$ cat config.mk
export PLATFORM = sky130hd
export DESIGN_NAME = can_id_filter_bank_flat
export DESIGN_NICKNAME = d
export VERILOG_FILES = /design/src/rtl/can_id_filter_bank_if.sv /design/src/rtl/can_id_filter_bank.sv /design/src/flat_wrapper.sv
export SDC_FILE = /design/constraint.sdc
export NUM_CORES = 1
export LEC_CHECK = 0
export ABC_CLOCK_PERIOD_IN_PS = 3100
export BUFFER_PORTS_ARGS = -buffer_cell sky130_fd_sc_hd__buf_2
export CAP_MARGIN = 10
export CORE_MARGIN = 2
export CORE_UTILIZATION = 50
export DETAILED_ROUTE_END_ITERATION = 8
export GPL_TIMING_DRIVEN = 0
export HOLD_SLACK_MARGIN = 0.15
export PLACE_DENSITY = 0.72
export SKIP_CTS_REPAIR_TIMING = 1
export SLEW_MARGIN = 0
export SYNTH_ARGS = -nofsm -noshare
export SYNTH_HDL_FRONTEND = slang
export SYNTH_SLANG_ARGS = --single-unit
$ cat constraint.sdc
create_clock -name clk -period 3.1 [get_ports clk]
set_clock_uncertainty 0.05 [all_clocks]
set_input_delay 0.155 -clock clk [delete_from_list [all_inputs] [get_ports clk]]
set_output_delay 0.155 -clock clk [all_outputs]
set_load 0.05 [all_outputs]
$ cat src/rtl/can_id_filter_bank_if.sv
// Bus bundle for can_id_filter_bank: serial sample inputs, filter configuration and match results.
interface can_id_filter_bank_if #(
  parameter int unsigned ID_WIDTH    = 11,
  parameter int unsigned NUM_FILTERS = 4
);
  localparam int unsigned IDX_W = (NUM_FILTERS > 1) ? $clog2(NUM_FILTERS) : 1;
  localparam int unsigned CFG_W = NUM_FILTERS * ID_WIDTH;

  logic                   enable;
  logic                   abortIn;
  logic                   dIn;
  logic                   samplePulse;
  logic [CFG_W-1:0]       filterId;
  logic [CFG_W-1:0]       filterMask;
  logic [NUM_FILTERS-1:0] filterEn;
  logic                   idCheckComplete;
  logic                   idMatch;
  logic [NUM_FILTERS-1:0] matchVec;
  logic [IDX_W-1:0]       matchIdx;
  logic [ID_WIDTH-1:0]    rxId;
  logic                   sampleOverrun;

  modport master (
    output enable, abortIn, dIn, samplePulse, filterId, filterMask, filterEn,
    input  idCheckComplete, idMatch, matchVec, matchIdx, rxId, sampleOverrun
  );

  modport slave (
    input  enable, abortIn, dIn, samplePulse, filterId, filterMask, filterEn,
    output idCheckComplete, idMatch, matchVec, matchIdx, rxId, sampleOverrun
  );
endinterface

$ cat src/rtl/can_id_filter_bank.sv
// Majority-voted serial CAN identifier assembly followed by a bank of masked acceptance filters.
module can_id_filter_bank #(
  parameter int unsigned ID_WIDTH    = 11,
  parameter int unsigned NUM_FILTERS = 4,
  parameter int unsigned SAMPLES     = 3
) (
  input logic                clk,
  input logic                resetN,
  can_id_filter_bank_if.slave bus
);
  localparam int unsigned IDX_W = (NUM_FILTERS > 1) ? $clog2(NUM_FILTERS) : 1;
  localparam int unsigned SC_W  = $clog2(SAMPLES + 1);
  localparam int unsigned BC_W  = $clog2(ID_WIDTH + 1);
  localparam int unsigned CFG_W = NUM_FILTERS * ID_WIDTH;
  localparam bit          SINGLE_SAMPLE = (SAMPLES == 1);

  typedef enum logic [2:0] {
    S_IDLE,
    S_SAMPLE,
    S_COMMIT,
    S_CHECK,
    S_DONE
  } state_t;

  state_t                 state_q;
  logic [SC_W-1:0]        samp_cnt_q;
  logic [SC_W-1:0]        ones_q;
  logic [BC_W-1:0]        bit_cnt_q;
  logic [ID_WIDTH-1:0]    rx_id_q;
  logic [CFG_W-1:0]       cfg_id_q;
  logic [CFG_W-1:0]       cfg_mask_q;
  logic [NUM_FILTERS-1:0] cfg_en_q;
  logic                   complete_q;
  logic                   match_q;
  logic [NUM_FILTERS-1:0] match_vec_q;
  logic [IDX_W-1:0]       match_idx_q;
  logic                   overrun_q;

  logic                   maj_c;
  logic [NUM_FILTERS-1:0] match_vec_d;
  logic [IDX_W-1:0]       match_idx_d;

  assign maj_c = (ones_q > SC_W'(SAMPLES / 2));

  // Filter evaluation against the frozen configuration; lowest matching index wins.
  always_comb begin
    match_vec_d = '0;
    match_idx_d = '0;
    for (int i = 0; i < int'(NUM_FILTERS); i++) begin
      match_vec_d[i] = cfg_en_q[i] &
                       ~|((rx_id_q ^ cfg_id_q[i*ID_WIDTH +: ID_WIDTH]) &
                          cfg_mask_q[i*ID_WIDTH +: ID_WIDTH]);
    end
    for (int i = int'(NUM_FILTERS) - 1; i >= 0; i--) begin
      if (match_vec_d[i]) match_idx_d = IDX_W'(i);
    end
  end

  always_ff @(posedge clk) begin
    if (!resetN) begin
      state_q     <= S_IDLE;
      samp_cnt_q  <= '0;
      ones_q      <= '0;
      bit_cnt_q   <= '0;
      rx_id_q     <= '0;
      cfg_id_q    <= '0;
      cfg_mask_q  <= '0;
      cfg_en_q    <= '0;
      complete_q  <= 1'b0;
      match_q     <= 1'b0;
      match_vec_q <= '0;
      match_idx_q <= '0;
      overrun_q   <= 1'b0;
    end else if ((state_q != S_IDLE) && (bus.abortIn || !bus.enable)) begin
      // Abandoned frame: drop everything, the config is relatched in IDLE.
      state_q     <= S_IDLE;
      samp_cnt_q  <= '0;
      ones_q      <= '0;
      bit_cnt_q   <= '0;
      rx_id_q     <= '0;
      complete_q  <= 1'b0;
      match_q     <= 1'b0;
      match_vec_q <= '0;
      match_idx_q <= '0;
      overrun_q   <= 1'b0;
    end else begin
      case (state_q)
        S_IDLE: begin
          cfg_id_q   <= bus.filterId;
          cfg_mask_q <= bus.filterMask;
          cfg_en_q   <= bus.filterEn;
          if (bus.enable && bus.samplePulse) begin
            ones_q     <= SC_W'(bus.dIn);
            samp_cnt_q <= SC_W'(1);
            state_q    <= SINGLE_SAMPLE ? S_COMMIT : S_SAMPLE;
          end
        end
        S_SAMPLE: begin
          if (bus.samplePulse) begin
            ones_q     <= ones_q + SC_W'(bus.dIn);
            samp_cnt_q <= samp_cnt_q + SC_W'(1);
            if (samp_cnt_q == SC_W'(SAMPLES - 1)) state_q <= S_COMMIT;
          end
        end
        S_COMMIT: begin
          rx_id_q    <= {rx_id_q[ID_WIDTH-2:0], maj_c};
          bit_cnt_q  <= bit_cnt_q + BC_W'(1);
          samp_cnt_q <= '0;
          ones_q     <= '0;
          if (bus.samplePulse) overrun_q <= 1'b1;
          state_q    <= (bit_cnt_q == BC_W'(ID_WIDTH - 1)) ? S_CHECK : S_SAMPLE;
        end
        S_CHECK: begin
          match_vec_q <= match_vec_d;
          match_q     <= |match_vec_d;
          match_idx_q <= match_idx_d;
          complete_q  <= 1'b1;
          if (bus.samplePulse) overrun_q <= 1'b1;
          state_q     <= S_DONE;
        end
        S_DONE: begin
          state_q <= S_DONE;
        end
        default: begin
          state_q <= S_IDLE;
        end
      endcase
    end
  end

  assign bus.idCheckComplete = complete_q;
  assign bus.idMatch         = match_q;
  assign bus.matchVec        = match_vec_q;
  assign bus.matchIdx        = match_idx_q;
  assign bus.rxId            = rx_id_q;
  assign bus.sampleOverrun   = overrun_q;
endmodule

$ cat src/flat_wrapper.sv
// flat-port wrapper written by rule: the top's interface ports become plain ports
module can_id_filter_bank_flat 
#(
  parameter int unsigned ID_WIDTH    = 11,
  parameter int unsigned NUM_FILTERS = 4,
  parameter int unsigned SAMPLES     = 3
)
  (clk, resetN, bus_enable, bus_abortIn, bus_dIn, bus_samplePulse, bus_filterId, bus_filterMask, bus_filterEn, bus_idCheckComplete, bus_idMatch, bus_matchVec, bus_matchIdx, bus_rxId, bus_sampleOverrun);
  can_id_filter_bank_if #(.ID_WIDTH(ID_WIDTH), .NUM_FILTERS(NUM_FILTERS)) bus_i ();
  input logic clk;
  input logic resetN;
  input wire logic [$bits(bus_i.enable)-1:0] bus_enable;
  input wire logic [$bits(bus_i.abortIn)-1:0] bus_abortIn;
  input wire logic [$bits(bus_i.dIn)-1:0] bus_dIn;
  input wire logic [$bits(bus_i.samplePulse)-1:0] bus_samplePulse;
  input wire logic [$bits(bus_i.filterId)-1:0] bus_filterId;
  input wire logic [$bits(bus_i.filterMask)-1:0] bus_filterMask;
  input wire logic [$bits(bus_i.filterEn)-1:0] bus_filterEn;
  output wire logic [$bits(bus_i.idCheckComplete)-1:0] bus_idCheckComplete;
  output wire logic [$bits(bus_i.idMatch)-1:0] bus_idMatch;
  output wire logic [$bits(bus_i.matchVec)-1:0] bus_matchVec;
  output wire logic [$bits(bus_i.matchIdx)-1:0] bus_matchIdx;
  output wire logic [$bits(bus_i.rxId)-1:0] bus_rxId;
  output wire logic [$bits(bus_i.sampleOverrun)-1:0] bus_sampleOverrun;
  assign bus_i.enable = bus_enable;
  assign bus_i.abortIn = bus_abortIn;
  assign bus_i.dIn = bus_dIn;
  assign bus_i.samplePulse = bus_samplePulse;
  assign bus_i.filterId = bus_filterId;
  assign bus_i.filterMask = bus_filterMask;
  assign bus_i.filterEn = bus_filterEn;
  assign bus_idCheckComplete = bus_i.idCheckComplete;
  assign bus_idMatch = bus_i.idMatch;
  assign bus_matchVec = bus_i.matchVec;
  assign bus_matchIdx = bus_i.matchIdx;
  assign bus_rxId = bus_i.rxId;
  assign bus_sampleOverrun = bus_i.sampleOverrun;
  can_id_filter_bank #(.ID_WIDTH(ID_WIDTH), .NUM_FILTERS(NUM_FILTERS), .SAMPLES(SAMPLES)) u_core (.clk(clk), .resetN(resetN), .bus(bus_i));
endmodule
==> flow_metrics.py <==
metrics = {
    "outcome": {
        "status": "finished, final reports clean",
    },
    "synth": {
        "synthTopCellsByArea": "dfxtp_1, nand2_1, a21boi_0",
        "synthArstFlopShare_pct": 0,
        "synth.net_count": 755,
        "synth_ff_type": "dfxtp_1",
        "synth_cell_types": 45,
        "synth_area_um2": 5400,
        "ys_ff_latch": 123,
        "seq_area_frac_synth_pct": 45.6,
        "syn_inst": 653,
        "synth_warnings": 0,
        "synth_top_area_cell": "dfxtp_1",
        "synth_edf_count": 0,
        "syn_avg_cell_area_um2": 8.26,
        "synth_top_area_share_pct": 45.6,
    },
    "critical_path": {
        "cp_cell_sequence": "buf_2 -> xor2_1 -> a22oi_1 -> nand2_1 -> nor3_1 -> nor3_1 -> a211oi_1",
        "crit_cells": 7,
        "critPathLaunch": "u_core.bus.rxId[4]$_SDFFE_PP0N_",
        "worst_path_most_repeated_cell": "nor3_1",
        "critical_path_buf_inv_count": 1,
        "setup.worst_path.start_class": "register",
        "ff2ff_path_depth": 7,
        "slowest_stage": "nor3_1",
        "critPathMaxFanout": 6,
        "r2r-end": "u_core.bus.idMatch$_SDFFE_PP0N_",
        "criticalPathCategory": "register to register",
        "cp.arrival_ps": 2380,
        "crit_end": "u_core.bus.idMatch$_SDFFE_PP0N_",
        "crit_family": "simple AND/OR/NAND/NOR gates",
        "reg2reg_slack_ps": 1110,
        "cp.required_ps": 3490,
        "cp_slowest_stage_delay_ps": 460,
        "end_kind": "register",
        "r2r-start": "u_core.bus.rxId[4]$_SDFFE_PP0N_",
    },
    "placed_design": {
        "portBuffers": 117,
        "gp_congestion": 0.870,
        "post-dp-hpwl_mm": 10.4,
        "placed_cells": 906,
    },
    "final_layout": {
        "drive_above_1_share_pct": 20.6,
        "fin_util_pct": 74.3,
        "nets": 987,
        "antenna_cells": 0,
        "instances_no_fill": 1034,
        "area.growth.synth_to_final_pct": 43.5,
    },
    "sta": {
        "rsz0062_at_grt": "no",
        "tightest_slew_ps": 571,
        "fin_crit_ps": 1990,
        "slew_headroom_pct": 61.9,
        "finalSetupViolations": 0,
        "fin_tns_setup_ps": 0,
        "holdWs_ps": 137,
        "hold_viol": 0,
        "maxSlewViolCount": 0,
        "max_freq_mhz": 503,
        "final.period_utilization_pct": 64.1,
    },
    "global_routing": {
        "grtUsageTotal_pct": 25.6,
        "grt_pass1_vias": 4696,
        "antenna_found_initial": 0,
        "grt_max_degree": 17,
        "overflow": 0,
        "grt_pass1_wl_mm": 22.6,
    },
    "clock_tree": {
        "cts-buffers-inserted": 17,
        "cts_max_level": 4,
        "cts_root_buf": "clkbuf_8",
        "cts_buffer_depth": 2,
        "cts_sinks": 123,
        "cts_tree": "done",
        "path_clk_slew_ps": 60,
        "clk_latency_ps": 520,
    },
    "floorplan": {
        "die_h_um": 108,
        "dieWidth_um": 108,
        "num_rows": 37,
        "core-area_um2": 10400,
        "initial_utilization_pct": 51.8,
        "ios": 118,
        "die_area_um2": 11600,
    },
    "detailed_routing": {
        "drt_wl_total_mm": 16.7,
        "via_per_inst": 5.25,
        "ant_nets": 0,
        "drcViolationCount": 0,
        "vias": 5424,
        "drt-wirelength-per-cell_um": 16.2,
        "firstDrtPassIters": 5,
        "initialDrtViolationCount": 320,
    },
    "power": {
        "vdd_ir_drop_max_v": 0.000363,
        "p_total_mw": 4.43,
        "power.leakage_nw": 3.59,
        "p_per_area_nw_per_um2": 572,
    },
    "job": {
        "cap_viol_max_count": 0,
    },
    "worst_hold_path": {
        "holdCritStartpoint": "bus_abortIn",
        "holdCritPathClass": "primary input to register",
    },
}
-- final cells by class --
cell class                 instances  area (um^2)
buffer                            50          253
fill                             762         2670
inverter                           4         15.0
clock inverter                    12          186
timing repair buffer             213         1550
clock buffer                      20          445
multi-input combinational        476         2670
tap                              136          170
sequential                       123         2460
-- synthesized netlist by cell type (2+ instances only) --
library cell,number
nor2b_1,3
xor2_1,45
or3_1,3
a21boi_1,33
inv_1,3
a21boi_0,59
nor3_2,3
nor3_1,3
and2_1,2
buf_6,5
a21oi_1,23
ha_1,4
nand2_1,233
dfxtp_1,123
o21ai_1,2
clkbuf_1,22
nand3_1,4
a211oi_1,2
buf_2,22
a22oi_1,19
nor2_1,16
-- worst min-delay path: stages --
cell       delay [ps]
buf_2              70
nor2b_1            40
o21ai_1           310
a2111oi_1          80
-- layer usage --
metal	vias up	wire, um	global-route usage, %
met3	58	1090	5.99
met1	2532	6730	31.6
met4	0	500	9.07
li1	2604	-	-
met2	230	8410	43.4
met5	-	0	0
-- report_power, final --
| group | internal (mW) | switching, mW | total [mW] |
|---|---|---|---|
| Combinational | 0.269 | 0.300 | 0.568 |
| Sequential | 1.69 | 0.0715 | 1.76 |
| Clock | 1.36 | 0.739 | 2.10 |
| Total | 3.32 | 1.11 | 4.43 |
-- cell families (layout without fill, tap and decap cells) --
logic type / Yosys count / in the layout / share of synthesized area (%)
flip-flops: 123 / 123 / 45.6
adder cells (fa/ha/maj): 4 / 4 / 0.928
XOR/XNOR: 47 / 47 / 7.77
buffers and inverters: 54 / 299 / 4.96
AO/OA/AOI/OAI: 149 / 149 / 19.8
AND/OR/NAND/NOR: 274 / 274 / 20.5
multiplexers: 2 / 2 / 0.394
-- placed cells by master, fill, tap and decap left out, drive strengths merged, types with 2 or more instances in the layout --
cell type / synthesis / routed
nand2: 233 / 233
buf: 28 / 145
dfxtp: 123 / 123
dlygate4sd3: 0 / 96
a21boi: 92 / 92
xor2: 46 / 46
clkbuf: 22 / 42
a21oi: 23 / 23
a22oi: 20 / 20
nor2: 18 / 18
inv: 4 / 7
nor3: 6 / 6
nand3: 4 / 4
ha: 4 / 4
bufinv: 0 / 4
nor2b: 3 / 3
or3: 3 / 3
clkinvlp: 0 / 3
o21ai: 3 / 3
and2: 2 / 2
a211oi: 2 / 2
clkinv: 0 / 2
-- how the worst min path moves through the flow --
stage | cells after the start | end | slack [ps]
global route | 4 | u_core.ones_q[1]$_SDFFE_PP0P_ | 200
finish | 4 | u_core.ones_q[1]$_SDFFE_PP0P_ | 140
detailed placement | 3 | u_core.cfg_id_q[20]$_SDFFE_PN0P_ | 350
global placement | 3 | u_core.cfg_id_q[24]$_SDFFE_PN0P_ | 350
CTS | 3 | u_core.cfg_id_q[20]$_SDFFE_PN0P_ | -190
floorplan | 2 | u_core.cfg_mask_q[14]$_SDFFE_PN0P_ | 240
-- through the flow --
stage | instance area, um^2 | worst slack (ps)
after floorplan | 5400 | 1200
after global placement | 6150 | 1220
after detailed placement | 6150 | 1240
after CTS | 6780 | 1200
after global routing | 7740 | 1010
final | 7740 | 1110
-- sequential cells by signal, indices dropped and copies added (netlist names) --
| name | cells |
|---|---|
| u_core.cfg_id_q | 44 |
| u_core.cfg_mask_q | 44 |
| u_core.bus.rxId | 11 |
| u_core.bit_cnt_q | 4 |
| u_core.bus.matchVec | 4 |
| u_core.cfg_en_q | 4 |
| u_core.state_q | 3 |
| u_core.bus.matchIdx | 2 |
| u_core.ones_q | 2 |
| u_core.samp_cnt_q | 2 |
| u_core.bus.idCheckComplete | 1 |
| u_core.bus.idMatch | 1 |
| u_core.bus.sampleOverrun | 1 |
Power figures use the tool's default switching activity.
